$ cat config.mk
export PLATFORM = sky130hd
export DESIGN_NAME = axi_sram_slave
export DESIGN_NICKNAME = d
export VERILOG_FILES = /design/src/rtl/axi_sram_slave_pkg.sv /design/src/rtl/axi_sram_slave_sram_port_mux.sv /design/src/rtl/axi_sram_slave.sv
export SDC_FILE = /design/constraint.sdc
export NUM_CORES = 1
export LEC_CHECK = 0
export CAP_MARGIN = 20
export CELL_PAD_IN_SITES_DETAIL_PLACEMENT = 2
export CELL_PAD_IN_SITES_GLOBAL_PLACEMENT = 2
export CORE_MARGIN = 2
export CORE_UTILIZATION = 16
export DETAILED_ROUTE_END_ITERATION = 10
export PLACE_DENSITY_LB_ADDON = 0.1
export SLEW_MARGIN = 20
export SYNTH_ARGS = -nofsm -noshare
export SYNTH_HDL_FRONTEND = slang
export SYNTH_HIERARCHICAL = 1
export SYNTH_SLANG_ARGS = --single-unit
$ cat constraint.sdc
create_clock -name ACLK -period 4.1 [get_ports ACLK]
set_input_delay 1.025 -clock ACLK [delete_from_list [all_inputs] [get_ports ACLK]]
set_output_delay 1.025 -clock ACLK [all_outputs]
set_load 0.01 [all_outputs]
$ cat src/rtl/axi_sram_slave_pkg.sv
// Shared types and constants for the AXI-to-SRAM slave.
package axi_sram_slave_pkg;

  typedef enum logic [1:0] {
    BURST_FIXED = 2'b00,
    BURST_INCR  = 2'b01,
    BURST_WRAP  = 2'b10
  } burst_e;

  localparam logic [1:0] RESP_OKAY   = 2'b00;
  localparam logic [1:0] RESP_SLVERR = 2'b10;

  typedef enum logic [2:0] {
    ST_IDLE,
    ST_RD_ADDR,
    ST_READ,
    ST_WRITE,
    ST_WRESP
  } state_e;

endpackage

$ cat src/rtl/axi_sram_slave_sram_port_mux.sv
// Drives the single SRAM port from either the read path or the write path.
module sram_port_mux #(
  parameter int unsigned DATA_W = 32,
  parameter int unsigned MEM_AW = 14
) (
  input  logic                  rd_en,
  input  logic                  wr_en,
  input  logic [MEM_AW-1:0]     rd_addr,
  input  logic [MEM_AW-1:0]     wr_addr,
  input  logic [DATA_W-1:0]     wdata,
  input  logic [DATA_W/8-1:0]   wstrb,
  output logic                  CEB,
  output logic                  WEB,
  output logic [DATA_W-1:0]     BWEB,
  output logic [MEM_AW-1:0]     A,
  output logic [DATA_W-1:0]     DI
);

  // Write beats take priority; otherwise a read cycle or an idle, deselected port.
  always_comb begin
    CEB  = 1'b1;
    WEB  = 1'b1;
    BWEB = '1;
    A    = wr_addr;
    DI   = '0;
    if (wr_en) begin
      CEB = 1'b0;
      WEB = 1'b0;
      DI  = wdata;
      for (int unsigned i = 0; i < DATA_W/8; i++) begin
        BWEB[8*i +: 8] = {8{~wstrb[i]}};
      end
    end else if (rd_en) begin
      CEB = 1'b0;
      A   = rd_addr;
    end
  end

endmodule

$ cat src/rtl/axi_sram_slave.sv
// AXI4 slave mapping one read or write burst at a time onto a single-port synchronous SRAM.
module axi_sram_slave
  import axi_sram_slave_pkg::*;
#(
  parameter int unsigned ID_W   = 8,
  parameter int unsigned ADDR_W = 32,
  parameter int unsigned DATA_W = 32,
  parameter int unsigned LEN_W  = 4,
  parameter int unsigned MEM_AW = 14
) (
  input  logic                ACLK,
  input  logic                ARESET,
  input  logic [ID_W-1:0]     ARID,
  input  logic [ADDR_W-1:0]   ARADDR,
  input  logic [LEN_W-1:0]    ARLEN,
  input  logic [2:0]          ARSIZE,
  input  logic [1:0]          ARBURST,
  input  logic                ARVALID,
  output logic                ARREADY,
  output logic [ID_W-1:0]     RID,
  output logic [DATA_W-1:0]   RDATA,
  output logic [1:0]          RRESP,
  output logic                RLAST,
  output logic                RVALID,
  input  logic                RREADY,
  input  logic [ID_W-1:0]     AWID,
  input  logic [ADDR_W-1:0]   AWADDR,
  input  logic [LEN_W-1:0]    AWLEN,
  input  logic [2:0]          AWSIZE,
  input  logic [1:0]          AWBURST,
  input  logic                AWVALID,
  output logic                AWREADY,
  input  logic [DATA_W-1:0]   WDATA,
  input  logic [DATA_W/8-1:0] WSTRB,
  input  logic                WLAST,
  input  logic                WVALID,
  output logic                WREADY,
  output logic [ID_W-1:0]     BID,
  output logic [1:0]          BRESP,
  output logic                BVALID,
  input  logic                BREADY,
  output logic                CEB,
  output logic                WEB,
  output logic [DATA_W-1:0]   BWEB,
  output logic [MEM_AW-1:0]   A,
  output logic [DATA_W-1:0]   DI,
  input  logic [DATA_W-1:0]   DO
);

  state_e            state_q, state_d;
  logic [ID_W-1:0]   id_q;
  logic [MEM_AW-1:0] addr_q, addr_adv, rd_addr;
  logic [LEN_W-1:0]  len_q, cnt_q;
  logic              fixed_q, err_q, rd_pri_q;
  logic              last_beat, both_req, ar_acc, aw_acc, rd_beat, wr_beat;
  logic              rd_en, wr_en;
  logic              unused_inputs;

  // Size is always treated as a full word; byte offset and high address bits are ignored.
  assign unused_inputs = ^{ARSIZE, AWSIZE, ARADDR[ADDR_W-1:MEM_AW+2], ARADDR[1:0],
                           AWADDR[ADDR_W-1:MEM_AW+2], AWADDR[1:0]};

  assign last_beat = (cnt_q == len_q);
  assign addr_adv  = fixed_q ? addr_q : addr_q + MEM_AW'(1);
  assign both_req  = ARVALID & AWVALID;
  assign ar_acc    = ARVALID & ARREADY;
  assign aw_acc    = AWVALID & AWREADY;
  assign rd_beat   = (state_q == ST_READ) & RREADY;
  assign wr_beat   = (state_q == ST_WRITE) & WVALID;

  assign RID   = id_q;
  assign BID   = id_q;
  assign RDATA = DO;
  assign RRESP = RESP_OKAY;
  assign RLAST = (state_q == ST_READ) & last_beat;
  assign BRESP = err_q ? RESP_SLVERR : RESP_OKAY;

  // State register.
  always_ff @(posedge ACLK or posedge ARESET) begin
    if (ARESET) state_q <= ST_IDLE;
    else        state_q <= state_d;
  end

  // Next state, handshake outputs and SRAM request selection.
  // During a read handshake the next address is presented early so beats stream back to back;
  // while stalled the current address is re-read so DO stays stable.
  always_comb begin
    state_d = state_q;
    ARREADY = 1'b0;
    AWREADY = 1'b0;
    RVALID  = 1'b0;
    WREADY  = 1'b0;
    BVALID  = 1'b0;
    rd_en   = 1'b0;
    wr_en   = 1'b0;
    rd_addr = addr_q;
    case (state_q)
      ST_IDLE: begin
        ARREADY = ~ARESET & (~both_req | rd_pri_q);
        AWREADY = ~ARESET & (~both_req | ~rd_pri_q);
        if (ARVALID && ARREADY)      state_d = ST_RD_ADDR;
        else if (AWVALID && AWREADY) state_d = ST_WRITE;
      end
      ST_RD_ADDR: begin
        rd_en   = 1'b1;
        state_d = ST_READ;
      end
      ST_READ: begin
        RVALID = 1'b1;
        rd_en  = 1'b1;
        if (RREADY) begin
          rd_addr = addr_adv;
          if (last_beat) state_d = ST_IDLE;
        end
      end
      ST_WRITE: begin
        WREADY = 1'b1;
        if (WVALID) begin
          wr_en = 1'b1;
          if (last_beat) state_d = ST_WRESP;
        end
      end
      ST_WRESP: begin
        BVALID = 1'b1;
        if (BREADY) state_d = ST_IDLE;
      end
      default: state_d = ST_IDLE;
    endcase
  end

  // Transaction context: latched on accept, advanced per beat; grant priority toggles on each accept.
  always_ff @(posedge ACLK or posedge ARESET) begin
    if (ARESET) begin
      id_q     <= '0;
      addr_q   <= '0;
      len_q    <= '0;
      cnt_q    <= '0;
      fixed_q  <= 1'b0;
      err_q    <= 1'b0;
      rd_pri_q <= 1'b1;
    end else if (ar_acc) begin
      id_q     <= ARID;
      addr_q   <= ARADDR[MEM_AW+1:2];
      len_q    <= ARLEN;
      fixed_q  <= (ARBURST == BURST_FIXED);
      cnt_q    <= '0;
      err_q    <= 1'b0;
      rd_pri_q <= 1'b0;
    end else if (aw_acc) begin
      id_q     <= AWID;
      addr_q   <= AWADDR[MEM_AW+1:2];
      len_q    <= AWLEN;
      fixed_q  <= (AWBURST == BURST_FIXED);
      cnt_q    <= '0;
      err_q    <= 1'b0;
      rd_pri_q <= 1'b1;
    end else if (rd_beat || wr_beat) begin
      cnt_q  <= cnt_q + LEN_W'(1);
      addr_q <= addr_adv;
      if (wr_beat && (WLAST != last_beat)) err_q <= 1'b1;
    end
  end

  sram_port_mux #(
    .DATA_W (DATA_W),
    .MEM_AW (MEM_AW)
  ) u_mux (
    .rd_en   (rd_en),
    .wr_en   (wr_en),
    .rd_addr (rd_addr),
    .wr_addr (addr_q),
    .wdata   (WDATA),
    .wstrb   (WSTRB),
    .CEB     (CEB),
    .WEB     (WEB),
    .BWEB    (BWEB),
    .A       (A),
    .DI      (DI)
  );

endmodule

# == After elaboration in Yosys (flattened, before gate mapping) ==
# Cells that the tools add are included.
# op_classes
bitwise_logic,17
muxes,45
n_addsub,2
eq_ne,12
n_reduce_logical,13
# op_table
cell,count
two-way mux 14 bit,8
two-way mux 32 bit,2
two-way mux 3 bit,7
two-way mux 4 bit,5
two-way mux 1 bit,19
two-way mux 8 bit,2
one-hot mux 3 bit (5 select lines),1
"adder 14 x 1 -> 14 bit, second input constant",1
"inequality test 2 bit, second input constant",5
bitwise AND 1 bit,8
NOT 1 bit,7
"equality test 3 x 2 -> 1 bit, second input constant",2
AND reduction 6 bit,1
nonzero test 3 bit,2
"adder 4 x 1 -> 4 bit, second input constant",1
equality test 4 bit,1
logical NOT 2 bit,2
"equality test 3 x 1 -> 1 bit, second input constant",1
"equality test 3 bit, second input constant",1
logical AND 1 bit,3
logical NOT 3 bit,1
"inequality test 3 bit, second input constant",1
two-way mux 2 bit,1
OR 1 bit,2
other kinds (5),5
# word_totals
regBits,36
in_bits,174
output_inout_bits,138

# == Longest topological paths before layout ==
# logic_depth
word_depth,8
mapped_depth,8
depth_no_buf,6

# == By module ==
# Netlist, hierarchy kept.
# by_module_without_submodules
module,seq_area_each_um2,instances,area_per_inst_um2,cells_per_inst
axi_sram_slave,902.1,1,2743.9,347
sram_port_mux,0.0,1,681.9,87

# == Worst setup path before layout ==
# OpenSTA, ideal clock, no wires.
# synth_path
path_kind,input -> output
startpoint,in ARESET
endpoint,out AWREADY
path_stages,4
setup_slack_ns,0.984
t_arrival_ns,2.091
path_buffers,2
path_cell_list,or4_1 > buf_2 > clkbuf_1 > a31oi_1
# synth_via
elab_chain_len,3
# synth_lines
item,line_no,text
"start, declared",axi_sram_slave.sv:12,"input logic ARESET,"
NOT 1 bit,axi_sram_slave.sv:100,AWREADY = ~ARESET & (~both_req | ~rd_pri_q);
bitwise AND 1 bit,axi_sram_slave.sv:100,
two-way mux 1 bit,axi_sram_slave.sv:97,case (state_q)
"end, declared",axi_sram_slave.sv:32,"output logic AWREADY,"
# No other way between the ends.

# == Worst setup path after layout ==
# layout_path
startpoint,in RREADY
endpoint,out A[7]
# layout_via
elab_chain_len,4
# layout_lines
item,line_no,text
"start, declared",axi_sram_slave.sv:25,"input logic RREADY,"
two-way mux 14 bit,axi_sram_slave.sv:111,if (RREADY) begin
two-way mux 14 bit,axi_sram_slave.sv:97,
net rd_addr[7],axi_sram_slave.sv:52,"logic [MEM_AW-1:0] addr_q, addr_adv, rd_addr;"
two-way mux 14 bit,axi_sram_slave_sram_port_mux.sv:33,end else if (rd_en) begin
two-way mux 14 bit,axi_sram_slave_sram_port_mux.sv:26,if (wr_en) begin
"end, declared",axi_sram_slave.sv:45,"output logic [MEM_AW-1:0] A,"
# The timed path passes the listed nets, and every way through them passes these cells.

==> results.md <==
- Status: complete, no violations
- Commonest cells in the netlist: buf_4 (72), nand2_1 (49), nor2_1 (41)
- Logic pwr share: 66.0%
- Maximum vdd ir drop: 0.164 mV
- CTS root buffer: clkbuf_16
- Total routed wirelength: 15,300 µm
- Initial DRC Count: 67
- Post-synthesis cell count: 434
- Number of global-route vias before repair: 3,878
- Die X: 150 µm
- Avg Inst Size Synth: 7.89 µm²
- Largest fanout on the critical path: 6
- Total gr overflow: 0
- Slew headroom: 51.8%
- Max-cap violations: 0
- Nets: 748
- Most frequent cell after synthesis: buf_4
- Slew @ Worst Pin: 0.720 ns
- Post-synth top area cell: dfrtp_1
- CP required: 3.07 ns
- Critical path class: in -> out
- Sw Ratio: 41.2%
- CTS tree: built
- Post-CTS Setup Bufs: 0
- Layout cells sized above 1: 8.90%
- # port buffers: 202
- Mapped cell area: 3430 µm²
- Ys Warns: 6
- DRT Pass-1 Iters: 4
- RR Startpoint: state_q[2]
- Synth unique cells: 56
- Initial antenna violation count: 0
- Largest net degree at the start of global routing: 41
- R2R Setup Slk: 1.58 ns
- Via count: 3,551
- Final hold slack: 0.511 ns
- Cts bufs inserted: 5
- First-pass GRT wire length: 23,000 µm
- Clk buf depth: 2
- IO Pins: 312
- Switching pwr: 0.00142 W
- Total GRT Usage: 13.4%
- Post-synth EDFFs: 0
- Final worst-path cycle share: 98.3%
- Hold Path Class: reg -> reg
- RePlAce Congestion: 0.762
- HP Start: err_q
- DPL Wire Length: 12,000 µm
- CTS Sinks: 36
- Internal Power: 0.00203 W
- # diodes: 0
- Worst setup EP type: output port
- H-tree levels: 2
- Post-DRT Antenna Nets: 0
- PD cells: 629 nW/µm²
- RSZ-0062 raised after global routing: yes
- Rows: 53
- Setup violators final: 0
- Critical Path AT: 3.01 ns
- Setup TNS: 0 ns
- Clk pin slew, worst setup/hold paths: 0.06 ns
- Die extent in y: 150 µm
- Async SR Flop Fraction: 100%
- Final Hold Fails: 0
- Clock group share of total power: 12.1%
- Drt wl/cell: 18.0 µm
- Fin. max-slew vios: 0
- Post-synthesis sequential area ratio: 26.3%
- Synth area leaders: dfrtp_1 (26%), buf_4 (16%), and2_1 (6.8%)
- Tmin final: 4.03 ns
- Initial Utilization: 16.3%
- Core ar.: 21,000 µm²
- Final Skew: 0.00862 ns
- Skew-Pair Late Insertion Delay: 0.30 ns
- Worst R2R Path Depth: 6
- Startpoint Class: primary input
- R2r endpoint: addr_q[7]
- Flop pwr share: 21.9%
- P&R area growth vs syn: 60.0%
- Leakage: 2.15 nW
- Seq cells post-synth: 36
- F_max: 248 MHz
- Vias per cell: 4.19
- DRC viols: 0
- WHS Path Cells: 2
- Die area: 22,600 µm²
- Yosys top cell area share: 25.6%
- WHS Endpoint: err_q
- Prevailing post-synth register cell: dfrtp_1
[worst max-delay path: stages]
cell             delay, ns
clkdlybuf4s50_1       0.51
nand3b_1              0.14
buf_4                 0.21
buf_4                 0.14
nor2_1                0.12
xnor2_1               0.15
mux2_4                0.17
clkdlybuf4s50_1       0.56
[layer usage]
layer	GRT usage (%)	part of all wire [%]	wire, µm
met3	3.79	8.2	1250
met4	3.35	1.0	160
met1	16.6	43	6590
met2	22.8	48	7300
met5	0	0	0
[placed cells by master, fill, tap and decap left out, types with 4 or more instances in the layout]
cell type | synthesis | layout
xnor2_1 | 9 | 9
nand2b_1 | 4 | 4
o22ai_1 | 11 | 11
mux2_4 | 10 | 10
buf_4 | 72 | 24
nor2_1 | 41 | 40
clkbuf_16 | 0 | 5
nand3_1 | 6 | 6
a31oi_1 | 14 | 14
nand2_1 | 49 | 49
inv_1 | 5 | 5
mux2_2 | 6 | 6
xor2_1 | 15 | 15
o21ai_0 | 13 | 13
nor3_1 | 8 | 8
and2_1 | 37 | 37
o32a_1 | 4 | 4
a21oi_1 | 18 | 18
clkdlybuf4s50_1 | 0 | 202
dfrtp_1 | 35 | 35
[per-stage QoR]
stage	area, µm²	setup WS (ns)	utilization, %	total power (W)	cells
after floorplan	3430	0.984	-	0.00205	436
after global placement	5330	0.0331	25.4	0.00304	840
after detailed placement	5330	0.0244	25.4	0.00308	840
after CTS	5480	0.0159	26.1	0.00353	848
after global routing	5480	-0.000917	26.1	0.00373	848
final	5480	0.0689	26.1	0.00345	848
[power by group through the flow]
stage | combinational, W | clock, W | sequential (W)
final | 0.00228 | 0.000419 | 0.000756
after global routing | 0.00248 | 0.000448 | 0.000798
after CTS | 0.00233 | 0.000437 | 0.000763
after detailed placement | 0.00231 | 0 | 0.000766
after global placement | 0.00228 | 0 | 0.000758
after floorplan | 0.00136 | 0 | 0.000689
[layout make-up]
class                      instances  area (µm²)
multi-input combinational        297        1850
clock buffer                       8         146
tap                              275         344
fill                            2416       15500
timing repair buffer             227        2220
inverter                           5        18.8
sequential                        36         902
[logic make-up after synthesis]
family,synth area share (%)
AOI/OAI and AO/OA,16.0
adders and majority gates,0.730
muxes,6.65
DFF,26.3
and+or+nand+nor,24.0
xor gates and xnor gates,6.14
other,0.109
buffers and inverters,20.0
[registers in the layout, summed over array words and instances, names as in the netlist]
register,count
len_q,4
cnt_q,4
addr_q,14
state_q,3
rd_pri_q,1
err_q,1
BID,8
fixed_q,1
[how the worst max path moves through the flow]
stage,endpoint,start,cells after the start
after floorplan,AWREADY,ARESET,4
after global placement,A[9],RREADY,8
after detailed placement,A[9],RREADY,8
after CTS,A[9],RREADY,8
after global routing,A[9],RREADY,8
final,A[7],RREADY,8
[repair_timing]
item                       in CTS  in global routing
hold buffers                    0                  0
resized for setup               0                  1
setup endpoints to repair       0                  2
Note: power is estimated with default switching activity, not from simulation.
